**config.mk**
```make
export PLATFORM = sky130hd
export DESIGN_NAME = add_seq_ctrl_flat
export DESIGN_NICKNAME = d
export VERILOG_FILES = /design/src/rtl/add_seq_ctrl_pkg.sv /design/src/rtl/add_seq_ctrl_if.sv /design/src/rtl/add_seq_ctrl_byte_adder.sv /design/src/rtl/add_seq_ctrl.sv /design/src/flat_wrapper.sv
export SDC_FILE = /design/constraint.sdc
export NUM_CORES = 1
export LEC_CHECK = 0
export CAP_MARGIN = 10
export CORE_MARGIN = 2
export CORE_UTILIZATION = 43
export DETAILED_ROUTE_END_ITERATION = 8
export GPL_ROUTABILITY_DRIVEN = 0
export GPL_TIMING_DRIVEN = 0
export PLACE_DENSITY = 0.73
export SLEW_MARGIN = 20
export SYNTH_ARGS = -nofsm -noshare
export SYNTH_HDL_FRONTEND = slang
export SYNTH_HIERARCHICAL = 1
export SYNTH_SLANG_ARGS = --single-unit
export TNS_END_PERCENT = 20
```
**constraint.sdc**
```tcl
create_clock -name clk -period 6.9 [get_ports clk]
set_input_delay 1.035 -clock clk [delete_from_list [all_inputs] [get_ports clk]]
set_output_delay 1.035 -clock clk [all_outputs]
set_load 0.02 [all_outputs]
```
**src/rtl/add_seq_ctrl_pkg.sv**
```systemverilog
// Shared definitions for the byte-serial add/subtract sequencer.
package add_seq_ctrl_pkg;

    localparam int unsigned BYTE_W = 8;

    typedef enum logic [1:0] {
        ST_IDLE = 2'd0,
        ST_RUN  = 2'd1,
        ST_DONE = 2'd2
    } state_e;

    // Byte index counter width; at least one bit even for a single-byte build.
    function automatic int unsigned idx_width(input int unsigned nbytes);
        return (nbytes <= 1) ? 1 : $clog2(nbytes);
    endfunction

endpackage

```
**src/rtl/add_seq_ctrl_if.sv**
```systemverilog
// Request/result handshake bundle for add_seq_ctrl.
interface add_seq_ctrl_if #(
    parameter int unsigned NBYTES = 4
);
    import add_seq_ctrl_pkg::*;

    localparam int unsigned WIDTH = BYTE_W * NBYTES;

    logic             in_valid;
    logic             in_ready;
    logic [WIDTH-1:0] a;
    logic [WIDTH-1:0] b;
    logic             sub;
    logic             out_valid;
    logic             out_ready;
    logic [WIDTH-1:0] sum;
    logic             cout;
    logic             ovf;

    modport master (
        output in_valid, a, b, sub, out_ready,
        input  in_ready, out_valid, sum, cout, ovf
    );

    modport slave (
        input  in_valid, a, b, sub, out_ready,
        output in_ready, out_valid, sum, cout, ovf
    );

endinterface

```
**src/rtl/add_seq_ctrl_byte_adder.sv**
```systemverilog
// Purely combinational 8-bit ripple-carry adder shared by every byte step.
module byte_adder
    import add_seq_ctrl_pkg::*;
(
    input  logic [BYTE_W-1:0] a,
    input  logic [BYTE_W-1:0] b,
    input  logic              cin,
    output logic [BYTE_W-1:0] s,
    output logic              cout
);

    logic [BYTE_W:0] c;

    always_comb begin
        c    = '0;
        s    = '0;
        c[0] = cin;
        for (int i = 0; i < int'(BYTE_W); i++) begin
            s[i]   = a[i] ^ b[i] ^ c[i];
            c[i+1] = (a[i] & b[i]) | (c[i] & (a[i] ^ b[i]));
        end
    end

    assign cout = c[BYTE_W];

endmodule

```
**src/rtl/add_seq_ctrl.sv**
```systemverilog
// Multi-precision add/subtract sequencer: one byte per cycle, LSB first,
// carry chained through a register, valid/ready on both sides.
module add_seq_ctrl
    import add_seq_ctrl_pkg::*;
#(
    parameter int unsigned NBYTES = 4
) (
    input  logic          clk,
    input  logic          rst_n,
    add_seq_ctrl_if.slave bus
);

    localparam int unsigned       IDX_W    = idx_width(NBYTES);
    localparam logic [IDX_W-1:0]  IDX_LAST = IDX_W'(NBYTES - 1);

    state_e                         state_q, state_n;
    logic [IDX_W-1:0]               idx_q, idx_n;
    logic                           carry_q, carry_n;
    logic [NBYTES-1:0][BYTE_W-1:0]  a_q, a_n;
    logic [NBYTES-1:0][BYTE_W-1:0]  b_q, b_n;
    logic [NBYTES-1:0][BYTE_W-1:0]  sum_q, sum_n;
    logic                           cout_q, cout_n;
    logic                           ovf_q, ovf_n;
    logic                           in_ready_q, in_ready_n;
    logic                           out_valid_q, out_valid_n;

    logic [BYTE_W-1:0]              add_s;
    logic                           add_co;

    byte_adder u_adder (
        .a    (a_q[idx_q]),
        .b    (b_q[idx_q]),
        .cin  (carry_q),
        .s    (add_s),
        .cout (add_co)
    );

    // State and datapath registers
    always_ff @(posedge clk or negedge rst_n) begin
        if (!rst_n) begin
            state_q     <= ST_IDLE;
            idx_q       <= '0;
            carry_q     <= 1'b0;
            a_q         <= '0;
            b_q         <= '0;
            sum_q       <= '0;
            cout_q      <= 1'b0;
            ovf_q       <= 1'b0;
            in_ready_q  <= 1'b1;
            out_valid_q <= 1'b0;
        end else begin
            state_q     <= state_n;
            idx_q       <= idx_n;
            carry_q     <= carry_n;
            a_q         <= a_n;
            b_q         <= b_n;
            sum_q       <= sum_n;
            cout_q      <= cout_n;
            ovf_q       <= ovf_n;
            in_ready_q  <= in_ready_n;
            out_valid_q <= out_valid_n;
        end
    end

    // Next-state and datapath update
    always_comb begin
        state_n = state_q;
        idx_n   = idx_q;
        carry_n = carry_q;
        a_n     = a_q;
        b_n     = b_q;
        sum_n   = sum_q;
        cout_n  = cout_q;
        ovf_n   = ovf_q;

        case (state_q)
            ST_IDLE: begin
                if (bus.in_valid && in_ready_q) begin
                    // Subtraction is A + ~B + 1, the +1 entering as initial carry.
                    a_n     = bus.a;
                    b_n     = bus.sub ? ~bus.b : bus.b;
                    carry_n = bus.sub;
                    idx_n   = '0;
                    sum_n   = '0;
                    state_n = ST_RUN;
                end
            end
            ST_RUN: begin
                sum_n[idx_q] = add_s;
                carry_n      = add_co;
                if (idx_q == IDX_LAST) begin
                    cout_n  = add_co;
                    ovf_n   = (a_q[NBYTES-1][BYTE_W-1] == b_q[NBYTES-1][BYTE_W-1]) &&
                              (add_s[BYTE_W-1] != a_q[NBYTES-1][BYTE_W-1]);
                    state_n = ST_DONE;
                end else begin
                    idx_n = idx_q + IDX_W'(1);
                end
            end
            ST_DONE: begin
                if (bus.out_ready) begin
                    state_n = ST_IDLE;
                end
            end
            default: state_n = ST_IDLE;
        endcase

        in_ready_n  = (state_n == ST_IDLE);
        out_valid_n = (state_n == ST_DONE);
    end

    assign bus.in_ready  = in_ready_q;
    assign bus.out_valid = out_valid_q;
    assign bus.sum       = sum_q;
    assign bus.cout      = cout_q;
    assign bus.ovf       = ovf_q;

endmodule

```
**src/flat_wrapper.sv**
```systemverilog
// flat-port wrapper written by rule: the top's interface ports become plain ports
module add_seq_ctrl_flat import add_seq_ctrl_pkg::*;
#(
    parameter int unsigned NBYTES = 4
)
  (clk, rst_n, bus_in_valid, bus_a, bus_b, bus_sub, bus_out_ready, bus_in_ready, bus_out_valid, bus_sum, bus_cout, bus_ovf);
  add_seq_ctrl_if #(.NBYTES(NBYTES)) bus_i ();
  input  logic clk;
  input  logic rst_n;
  input wire logic [$bits(bus_i.in_valid)-1:0] bus_in_valid;
  input wire logic [$bits(bus_i.a)-1:0] bus_a;
  input wire logic [$bits(bus_i.b)-1:0] bus_b;
  input wire logic [$bits(bus_i.sub)-1:0] bus_sub;
  input wire logic [$bits(bus_i.out_ready)-1:0] bus_out_ready;
  output wire logic [$bits(bus_i.in_ready)-1:0] bus_in_ready;
  output wire logic [$bits(bus_i.out_valid)-1:0] bus_out_valid;
  output wire logic [$bits(bus_i.sum)-1:0] bus_sum;
  output wire logic [$bits(bus_i.cout)-1:0] bus_cout;
  output wire logic [$bits(bus_i.ovf)-1:0] bus_ovf;
  assign bus_i.in_valid = bus_in_valid;
  assign bus_i.a = bus_a;
  assign bus_i.b = bus_b;
  assign bus_i.sub = bus_sub;
  assign bus_i.out_ready = bus_out_ready;
  assign bus_in_ready = bus_i.in_ready;
  assign bus_out_valid = bus_i.out_valid;
  assign bus_sum = bus_i.sum;
  assign bus_cout = bus_i.cout;
  assign bus_ovf = bus_i.ovf;
  add_seq_ctrl #(.NBYTES(NBYTES)) u_core (.clk(clk), .rst_n(rst_n), .bus(bus_i));
endmodule
```
==> metrics.cfg, run 1 <==
[status]
status=complete, no violations

[clock_tree]
clock_latency_ps=340
cts_max_path_buffers=2
clkTransAtPathRegs_ps=60
postCtsSetupRepairBufs=0
clkSinkCount=105
tritoncts=yes
root_buffer=clkbuf_16
numCtsBuffers=9
cts_max_level=3
cts_resized=0
cts_hold_repair.buffers=0

[critical_path]
crit_type=flop to flop
r2r-end=u_core/bus.ovf$_DFFE_PN0P_
end_kind=flop
crit_fanout=10
rrSetupSlack_ps=1460
r2r-start=u_core/idx_q[1]$_DFFE_PN0P_
cpMostUsedCell=fa_1
cp_slowest_cell=clkbuf_1
worstPathArrival_ps=5640
startpoint_type=flop
path_cells=clkbuf_1 -> buf_2 -> mux4_2 -> fa_1 -> inv_1 -> fa_1 -> inv_1 -> fa_1 -> fa_1 -> fa_1 -> fa_1 -> fa_1 -> inv_1 -> fa_1 -> inv_1 -> and3b_1 -> a21oi_1 -> a21oi_1
r2r_cells=18
cp_slowest_stage_delay_ps=440
crit_required_ps=7100

[finish]
syn_to_final_growth_pct=32.2
fin_util_pct=58.5
final_cells=618
final_common_cell=dfrtp_1
antenna_cells=0
fin_area_sq_um=6400
drive_above_1_share_pct=13.2
final_cell_mix=104 x dfrtp_1, 102 x clkdlybuf4s50_1, 36 x nor2_1, 34 x a21oi_1, 32 x xnor2_1
nets=554
num-fill-cells=921

[floorplan]
core.rowCount=38
core_sq_um=10900
num_io_pins=105
die_w_um=110
dieArea_sq_um=12100
die_h_um=110
start_util_pct=44.3

[power_and_ir_drop]
p_leak_uw=0.00266
internal_power_uw=2060
p_seq_share_pct=31.1
p_comb_share_pct=53.0
sw_frac_of_total_pct=40.1
vdd_drop_max_mv=0.385
p_sw_uw=1380
p_per_area_nw_per_um2=538
clkPwrFrac_pct=15.9

[grt]
grtUsageTotal_pct=19.6
grt_use_met2_pct=33.5
gr-usage-met3_pct=2.88
gr-total-overflow=0
grt_max_degree=80
grt.busiest_layer=met2
antenna_found_initial=0
grt_pass1_wl_um=17700
grtUsageMet1_pct=25.9
grt_pass1_vias=3459

[synth]
synth-edff-count=0
syn_nets=439
syn_area_sq_um=4840
ys_ff_latch=105
syn_area_per_cell_sq_um=13.5
yosysWarnings=6
synth_cells=358
async_flop_share_pct=100
synth_seq_area_share_pct=54.3
synth_cell_types=29
ys.flop_type=dfrtp_1

[hold_path]
min_path_cells=1
worstHoldPathType=flop to flop
hp-start=u_core/a_q[23]$_DFFE_PN0P_
worst_hold_path.endpoint=u_core/a_q[23]$_DFFE_PN0P_

[timing]
skew_ps=7.15
final.period_utilization_pct=78.9
finalSetupTns_ps=0
maxSlewHeadroom_pct=64.0
tightest_slew_ps=541
timing.final.crit_period_ps=5440
grt_setup_unrepaired=no
hold_viol=0
setup_violations=0
finalMaxSlewViolations=0
max_freq_mhz=184

[drt]
drtAntennaViolNets=0
post-route-drc-count=0
totalWireLength_um=11100
num_vias=3307
firstDrtPassIters=4
wl_per_cell_um=17.9
via_per_inst=5.35
drt_iter0_markers=131

[placement]
dp_cells=602
io_buffers=103
placed_cell_area_sq_um=6080
place_hpwl_um=8120

[run]
cap_violations=0

critical path, delay by kind of cell (launching register included):
kind	cells	cell delay, ps
compound gates	2	230
fa+ha+maj	8	2900
buf+inv	6	1220
flops	1	380
mux	1	360
simple gates	1	210
per-stage QoR:
step                power (uW)  hold WS (ps)  setup WS [ps]
finish                    3440           481           1460
global route              3660           504           1170
CTS                       3460           483           1440
detailed placement        2900           469           1490
global placement          2840           465           1050
floorplan                 2230           452           1950
cell families (layout without fill, tap and decap cells):
logic type / count (synthesis) / in the layout / share of synthesized area [%]
AND/OR/NAND/NOR: 45 / 45 / 4.29
AO/OA/AOI/OAI: 72 / 72 / 10.9
adder cells (fa/ha/maj): 12 / 12 / 4.34
multiplexers: 53 / 53 / 16.2
buffers and inverters: 39 / 159 / 4.21
XOR/XNOR: 32 / 32 / 5.79
flip-flops: 105 / 105 / 54.3
cell type report:
cell class / count / area, sq um / share of cell area (%)
clock buffer: 9 / 225 / 3.52
multi-input combinational: 214 / 2010 / 31.4
buffer: 26 / 155 / 2.42
tap: 140 / 175 / 2.74
timing repair buffer: 104 / 1060 / 16.6
inverter: 13 / 48.8 / 0.762
clock inverter: 7 / 100 / 1.56
sequential: 105 / 2630 / 41.1
registers in the layout, indices dropped and copies added, names as in the netlist:
name and flops:
u_core/state_q 2, u_core/bus.sum 32, u_core/bus.cout 1, u_core/bus.ovf 1, u_core/carry_q 1, u_core/idx_q 2, u_core/bus.out_valid 1, u_core/bus.in_ready 1
u_core/a_q 32, u_core/b_q 32
power by group through the flow:
stage	Clock [uW]	Combinational [uW]	Sequential [uW]
4_1_cts	558	1840	1070
2_1_floorplan	0	1110	1110
3_5_place_dp	0	1820	1080
3_3_place_gp	0	1770	1060
5_1_grt	584	1970	1100
6_report	548	1820	1070
how the worst max path moves through the flow:
stage	startpoint	to	slack (ps)	cells past startpoint
after floorplan	u_core/idx_q[0]$_DFFE_PN0P_	u_core/bus.ovf$_DFFE_PN0P_	1950	18
after global placement	rst_n	u_core/b_q[10]$_DFFE_PN0P_	1050	1
after detailed placement	u_core/idx_q[0]$_DFFE_PN0P_	u_core/bus.ovf$_DFFE_PN0P_	1490	18
after CTS	u_core/idx_q[0]$_DFFE_PN0P_	u_core/bus.ovf$_DFFE_PN0P_	1440	18
after global routing	u_core/idx_q[0]$_DFFE_PN0P_	u_core/bus.ovf$_DFFE_PN0P_	1170	18
final	u_core/idx_q[1]$_DFFE_PN0P_	u_core/bus.ovf$_DFFE_PN0P_	1460	18
synthesized netlist by cell type (5+ instances only):
library cell | n | area, sq um
buf_2 | 13 | 65.1
a32o_1 | 24 | 240
mux2_1 | 31 | 349
nor2_1 | 36 | 135
xnor2_1 | 32 | 280
a21oi_1 | 34 | 170
inv_1 | 13 | 48.8
mux4_2 | 16 | 360
dfrtp_1 | 104 | 2600
clkbuf_1 | 5 | 18.8
a22o_1 | 8 | 70.1
fa_1 | 8 | 160
metal layers:
layer | routed length (um) | up-vias | part of all wire, %
li1 | - | 1511 | -
met1 | 4820 | 1669 | 43
met2 | 5480 | 110 | 49
met3 | 599 | 17 | 5.4
met4 | 181 | 0 | 1.6
met5 | 0 | - | 0
(Power assumes the default switching activity.)
==> run 2, diff against run 1 <==
PLACE_DENSITY = 0.76   (was 0.73)
clock period = 4.6 ns   (was 6.9 ns; I/O delays follow)
==> metrics.cfg, run 2 (synthesis results as in run 1) <==
[power_and_ir_drop]
internal_power_uw=3240  ; was 2060 uW
p_per_area_nw_per_um2=834  ; was 538 nW/um^2
p_sw_uw=2160  ; was 1380 uW
p_seq_share_pct=29.8  ; was 31.1%
sw_frac_of_total_pct=40.1  ; about the same
p_comb_share_pct=56.0  ; was 53.0%
vdd_drop_max_mv=0.604  ; was 0.385 mV
p_leak_uw=0.00267  ; was 0.00266 uW
clkPwrFrac_pct=14.2  ; was 15.9%

[drt]
post-route-drc-count=0  ; unchanged
wl_per_cell_um=18.6  ; was 17.9 um
num_vias=3321  ; was 3,307
drt_iter0_markers=182  ; was 131
firstDrtPassIters=4  ; unchanged
via_per_inst=5.32  ; was 5.35
totalWireLength_um=11600  ; was 11,100 um
drtAntennaViolNets=0  ; unchanged

[finish]
syn_to_final_growth_pct=33.9  ; was 32.2%
antenna_cells=0  ; unchanged
fin_util_pct=59.3  ; was 58.5%
nets=560  ; was 554
final_cell_mix=104 x dfrtp_1, 102 x clkdlybuf4s50_1, 36 x nor2_1, 33 x a21oi_1, 32 x xnor2_1  ; was 104 x dfrtp_1, 102 x clkdlybuf4s50_1, 36 x nor2_1, 34 x a21oi_1, 32 x xnor2_1
drive_above_1_share_pct=16.5  ; was 13.2%
final_cells=624  ; was 618
final_common_cell=dfrtp_1  ; unchanged

[placement]
dp_cells=602  ; unchanged
io_buffers=103  ; unchanged
place_hpwl_um=8630  ; was 8120 um
dp_slack_ps=-621  ; was 1490 ps

[floorplan]
num_io_pins=105  ; unchanged
die_h_um=110  ; unchanged
die_w_um=110  ; unchanged
start_util_pct=44.3  ; unchanged
dieArea_sq_um=12100  ; unchanged
core.rowCount=38  ; unchanged
core_sq_um=10900  ; unchanged

[clock_tree]
clkSinkCount=105  ; unchanged
clkTransAtPathRegs_ps=70  ; was 60 ps
clock_latency_ps=340  ; about the same
tritoncts=yes  ; unchanged
numCtsBuffers=9  ; unchanged
cts_max_path_buffers=2  ; unchanged
cts_hold_repair.buffers=0  ; unchanged
cts_max_level=3  ; unchanged
root_buffer=clkbuf_16  ; unchanged

[grt]
grt_pass1_wl_um=18500  ; was 17,700 um
gr-total-overflow=0  ; unchanged
grtUsageTotal_pct=20.6  ; was 19.6%
grt_max_degree=62  ; was 80
grt_pass1_vias=3455  ; was 3,459
antenna_found_initial=0  ; unchanged

[critical_path]
end_kind=flop  ; unchanged
r2r_cells=18  ; unchanged
r2r-end=u_core/bus.ovf$_DFFE_PN0P_  ; unchanged
crit_required_ps=4790  ; was 7100 ps
worstPathArrival_ps=4790  ; was 5640 ps
r2r-start=u_core/idx_q[0]$_DFFE_PN0P_  ; was u_core/idx_q[1]$_DFFE_PN0P_
critPathLaunch=u_core/idx_q[0]$_DFFE_PN0P_  ; was u_core/idx_q[1]$_DFFE_PN0P_
crit_fanout=3  ; was 10
rrSetupSlack_ps=5  ; was 1460 ps
crit_type=flop to flop  ; unchanged
startpoint_type=flop  ; unchanged

[timing]
timing.final.crit_period_ps=4600  ; was 5440 ps
setup_violations=0  ; unchanged
finalMaxSlewViolations=0  ; unchanged
hold_viol=0  ; unchanged
grt_setup_unrepaired=yes  ; was no
tightest_slew_ps=504  ; was 541 ps
max_freq_mhz=218  ; was 184 MHz
final.period_utilization_pct=99.9  ; was 78.9%
maxSlewHeadroom_pct=65.8  ; was 64.0%
skew_ps=8.03  ; was 7.15 ps
finalWorstSetupSlack_ps=4.87  ; was 1460 ps

[status]
status=complete, no violations  ; unchanged

[run]
cap_violations=0  ; unchanged

[hold_path]
worstHoldPathType=input pin to asynchronous set/reset pin  ; was flop to flop

-- run 2: changes by cell type in the layout (fill, tap and decap cells not counted), sizes merged --
cell / previous run / this run
clkinvlp: 0 / 1
inv: 15 / 14
clkinv: 3 / 1
buf: 23 / 29
clkbuf: 14 / 17
bufinv: 2 / 1
-- run 2: cell type report --
| cell class | instances | area [sq um] |
|---|---|---|
| inverters | 13 | 48.8 |
| clock buffers | 12 | 246 |
| fillers | 895 | 4450 |
| clock inverters | 4 | 51.3 |
| well taps | 140 | 175 |
| multi-input cells | 214 | 2030 |
| plain buffers | 26 | 194 |
| flip-flops and latches | 105 | 2630 |
| repair buffers | 110 | 1110 |
-- run 2: worst max path at each step --
stage | slack (ps) | cells after the start | to
after floorplan | -20 | 18 | u_core/bus.ovf$_DFFE_PN0P_
after global placement | -900 | 1 | u_core/b_q[10]$_DFFE_PN0P_
after detailed placement | -620 | 18 | u_core/bus.ovf$_DFFE_PN0P_
after CTS | 3 | 18 | u_core/bus.ovf$_DFFE_PN0P_
after global routing | -170 | 18 | u_core/bus.ovf$_DFFE_PN0P_
final | 5 | 18 | u_core/bus.ovf$_DFFE_PN0P_
-- run 2: per-layer routing --
layer / global-route usage, % / up-vias / part of all wire, %
met5: 0 / - / 0
met4: 6.34 / 0 / 1.5
met3: 3.47 / 11 / 5.3
met2: 35.6 / 116 / 51
met1: 26.7 / 1672 / 43
li1: - / 1522 / -
-- run 2: power by group through the flow --
stage	clock network (uW)	registers, uW	logic (uW)
3_5_place_dp	0	1630	2850
3_3_place_gp	0	1590	2730
6_report	766	1610	3030
4_1_cts	772	1610	2980
2_1_floorplan	0	1670	1730
5_1_grt	811	1660	3270
-- run 2: what timing repair did --
item / CTS / global route
pin swaps: 3 / 4
gates resized for setup: 9 / 6
hold endpoints to repair: 0 / 0
setup buffers: 5 / 1
setup endpoints to repair: 11 / 5
-- run 2: through the flow --
step           power [uW]  TNS, ps  cell area [sq um]  hold slack [ps]
2_1_floorplan        3410    -18.8               4860              394
3_3_place_gp         4320   -95120               6070              465
3_5_place_dp         4480    -2460               6100              471
4_1_cts              5360        0               6470              279
5_1_grt              5740     -279               6480              297
6_report             5400        0               6480              264
-- run 2: critical path, cell delays in order, from the launching register on --
cell and delay, ps:
dfrtp_1 380, buf_8 130, buf_6 100, mux4_2 520, fa_2 380, inv_2 60, fa_2 190, inv_2 40
fa_2 340, fa_2 380, fa_2 360, fa_2 340, fa_2 340, inv_2 60, fa_1 420, inv_2 70
and3b_1 180, a21oi_2 100, a21oi_1 80
==> run 3, diff against run 2 <==
ABC_AREA = 1   (was unset)
==> metrics.cfg, run 3 <==
[status]
status=complete, no violations  ; unchanged

[synth]
syn_area_sq_um=5010  ; was 4840 sq um
yosys-top-cells-count=210 x nand2_1, 104 x dfrtp_1, 67 x o21ai_0, 33 x nor2_1, 32 x xnor2_1  ; was 104 x dfrtp_1, 36 x nor2_1, 34 x a21oi_1, 32 x xnor2_1, 31 x mux2_1
ys_ff_latch=105  ; unchanged
synth_cell_types=29  ; unchanged
syn_nets=655  ; was 439
syn_area_per_cell_sq_um=8.73  ; was 13.5 sq um
synth_top_area_share_pct=51.9  ; was 53.8%
async_flop_share_pct=100  ; unchanged
yosysMostFrequentCell=nand2_1  ; was dfrtp_1
synth-edff-count=0  ; unchanged
synth_area_leaders=dfrtp_1 52%, nand2_1 16%, o21ai_0 6.7%, xnor2_1 5.6%, fa_1 3.2%  ; was dfrtp_1 54%, mux4_2 7.4%, mux2_1 7.2%, xnor2_1 5.8%, a32o_1 5.0%
synth_cells=574  ; was 358
synth_seq_area_share_pct=52.4  ; was 54.3%
ys.flop_type=dfrtp_1  ; unchanged
yosysTopAreaCell=dfrtp_1  ; unchanged
yosysWarnings=6  ; unchanged

[finish]
ff_latch_area_sq_um=2630  ; about the same
final_cells=841  ; was 624
multiInputGateArea_sq_um=2120  ; was 2030 sq um
syn_to_final_growth_pct=31.4  ; was 33.9%
fin_util_pct=57.7  ; was 59.3%
nets=775  ; was 560
final_cell_mix=210 x nand2_1, 102 x clkdlybuf4s50_1, 102 x dfrtp_1, 65 x o21ai_0, 33 x nor2_1  ; was 104 x dfrtp_1, 102 x clkdlybuf4s50_1, 36 x nor2_1, 33 x a21oi_1, 32 x xnor2_1
num-fill-cells=1025  ; was 895
final_common_cell=nand2_1  ; was dfrtp_1
antenna_cells=0  ; unchanged
drive_above_1_share_pct=10.6  ; was 16.5%

[critical_path]
crit_type=flop to flop  ; unchanged
cp_slowest_stage_delay_ps=460  ; was 520 ps
crit_required_ps=4830  ; was 4790 ps
worstPathArrival_ps=4640  ; was 4790 ps
critPathLaunch=u_core/idx_q[0]$_DFFE_PN0P_  ; unchanged
path_cells=clkbuf_2 -> nor2_1 -> o22ai_1 -> fa_1 -> inv_1 -> fa_1 -> inv_1 -> fa_2 -> fa_2 -> fa_2 -> fa_2 -> fa_1 -> inv_1 -> fa_1 -> inv_2 -> nand3b_1 -> nand2_1 -> nand2_1 -> nand2_1  ; was buf_8 -> buf_6 -> mux4_2 -> fa_2 -> inv_2 -> fa_2 -> inv_2 -> fa_2 -> fa_2 -> fa_2 -> fa_2 -> fa_2 -> inv_2 -> fa_1 -> inv_2 -> and3b_1 -> a21oi_2 -> a21oi_1
r2r-start=u_core/idx_q[0]$_DFFE_PN0P_  ; unchanged
end_kind=flop  ; unchanged
cp_slowest_cell=dfrtp_2  ; was mux4_2
startpoint_type=flop  ; unchanged
crit_fanout=10  ; was 3

[drt]
drtAntennaViolNets=0  ; unchanged
num_vias=4198  ; was 3,321
drt_iter0_markers=313  ; was 182
totalWireLength_um=12700  ; was 11,600 um
wl_per_cell_um=15.2  ; was 18.6 um
post-route-drc-count=0  ; unchanged
firstDrtPassIters=5  ; was 4
via_per_inst=4.99  ; was 5.32

[clock_tree]
cts_hold_repair.buffers=0  ; unchanged
numCtsBuffers=9  ; unchanged
tritoncts=yes  ; unchanged
cts_max_path_buffers=2  ; unchanged
root_buffer=clkbuf_16  ; unchanged
clock_latency_ps=340  ; about the same
cts_max_level=3  ; unchanged
clkSinkCount=105  ; unchanged
clkTransAtPathRegs_ps=70  ; about the same

[power_and_ir_drop]
p_per_area_nw_per_um2=764  ; was 834 nW/um^2
p_leak_uw=0.00316  ; was 0.00267 uW
vdd_drop_max_mv=0.362  ; was 0.604 mV

[grt]
grt_max_degree=87  ; was 62
grt_pass1_wl_um=20700  ; was 18,500 um
gr-total-overflow=0  ; unchanged
grt_pass1_vias=4236  ; was 3,455
antenna_found_initial=0  ; unchanged
grtUsageTotal_pct=20.8  ; was 20.6%

[floorplan]
start_util_pct=43.9  ; was 44.3%
die_h_um=112  ; was 110 um
num_io_pins=105  ; unchanged
core_sq_um=11400  ; was 10,900 sq um
dieArea_sq_um=12500  ; was 12,100 sq um
die_w_um=112  ; was 110 um
core.rowCount=39  ; was 38

[timing]
hold_viol=0  ; unchanged
finalWorstSetupSlack_ps=188  ; was 4.87 ps
timing.final.crit_period_ps=4410  ; was 4600 ps
finalSetupTns_ps=0  ; unchanged
grt_setup_unrepaired=no  ; was yes
finalMaxSlewViolations=0  ; unchanged
final.period_utilization_pct=95.9  ; was 99.9%
max_freq_mhz=227  ; was 218 MHz
maxSlewHeadroom_pct=70.6  ; was 65.8%
fin_hold_ws_ps=175  ; was 264 ps
skew_ps=6.84  ; was 8.03 ps
tightest_slew_ps=441  ; was 504 ps
setup_violations=0  ; unchanged

[placement]
place_hpwl_um=9380  ; was 8630 um
io_buffers=103  ; unchanged
dp_cells=821  ; was 602
dp_slack_ps=-361  ; was -621 ps

[hold_path]
worstHoldPathType=input pin to asynchronous set/reset pin  ; unchanged

[run]
cap_violations=0  ; unchanged

run 3: cell types whose count changed in the layout (fill, tap and decap cells not counted), moves of 4 or more:
cell | before | now
a21oi_1 | 33 | 0
a22o_1 | 8 | 0
a32o_1 | 24 | 0
buf_4 | 7 | 12
clkbuf_2 | 0 | 4
inv_1 | 9 | 16
mux2_1 | 31 | 0
mux4_2 | 16 | 0
nand2_1 | 2 | 210
nand2_2 | 0 | 5
nand3_1 | 0 | 26
o21ai_0 | 1 | 65
o21ai_1 | 0 | 4
o22ai_1 | 0 | 15
run 3: where the power goes:
part	internal, uW	switching [uW]
clock network	366	329
logic	1080	1670
registers	1320	262
total	2770	2260
run 3: final timing paths:
kind                                                   to  slack (ps)  cells past startpoint
max in group asynchronous     u_core/idx_q[1]$_DFFE_PN0P_        3720                      2
max                            u_core/bus.ovf$_DFFE_PN0P_         190                     19
min                        u_core/bus.sum[12]$_DFFE_PN0P_         180                      1
min in group clk            u_core/bus.sum[2]$_DFFE_PN0P_         470                      2
min reg2reg                 u_core/bus.sum[2]$_DFFE_PN0P_         470                      2
max reg2reg                    u_core/bus.ovf$_DFFE_PN0P_         190                     19
run 3: cells by family (layout without fill, tap and decap cells):
logic type      count (synthesis)  after routing  share of synthesized area, %
flops                         105            105                          52.4
compound gates                 86             86                          9.21
fa+ha+maj                      12             12                          4.19
xor+xnor                       32             32                          5.59
simple gates                  285            285                          23.0
buf+inv                        54            178                          5.57
run 3: what timing repair did:
| action | in CTS | in global routing |
|---|---|---|
| hold endpoints to repair | 0 | 0 |
| setup buffers | 5 | 0 |
| setup endpoints to repair | 5 | 5 |
| pin swaps | 0 | 0 |
| gates resized for setup | 14 | 7 |
run 3: cell type report:
type,count,area share [%]
clock buffers,11,3.53
clock inverters,4,0.456
well taps,143,2.72
inverters,22,1.25
multi-input cells,415,32.2
flip-flops and latches,105,40.0
plain buffers,32,3.21
repair buffers,109,16.7
run 3: metal layers:
| metal | wire (um) | GRT usage, % | share of wire, % | up-vias |
|---|---|---|---|---|
| met3 | 701 | 4.14 | 5.5 | 25 |
| met2 | 6190 | 34.9 | 49 | 157 |
| met1 | 5520 | 27.2 | 43 | 1955 |
| li1 | - | - | - | 2061 |
| met5 | 0 | 0 | 0 | - |
| met4 | 337 | 7.32 | 2.6 | 0 |
run 3: stage by stage:
step	total power [uW]	cell area [sq um]
5_1_grt	5370	6590
2_1_floorplan	3170	5010
3_5_place_dp	4130	6250
4_1_cts	4940	6570
3_3_place_gp	4040	6220
6_report	5030	6590
run 3: critical path, delay by kind of cell, from the launching register on:
| family | cells | cell delay, ps |
|---|---|---|
| fa+ha+maj | 8 | 2800 |
| buf+inv | 5 | 520 |
| flops | 1 | 460 |
| simple gates | 5 | 400 |
| compound gates | 1 | 120 |
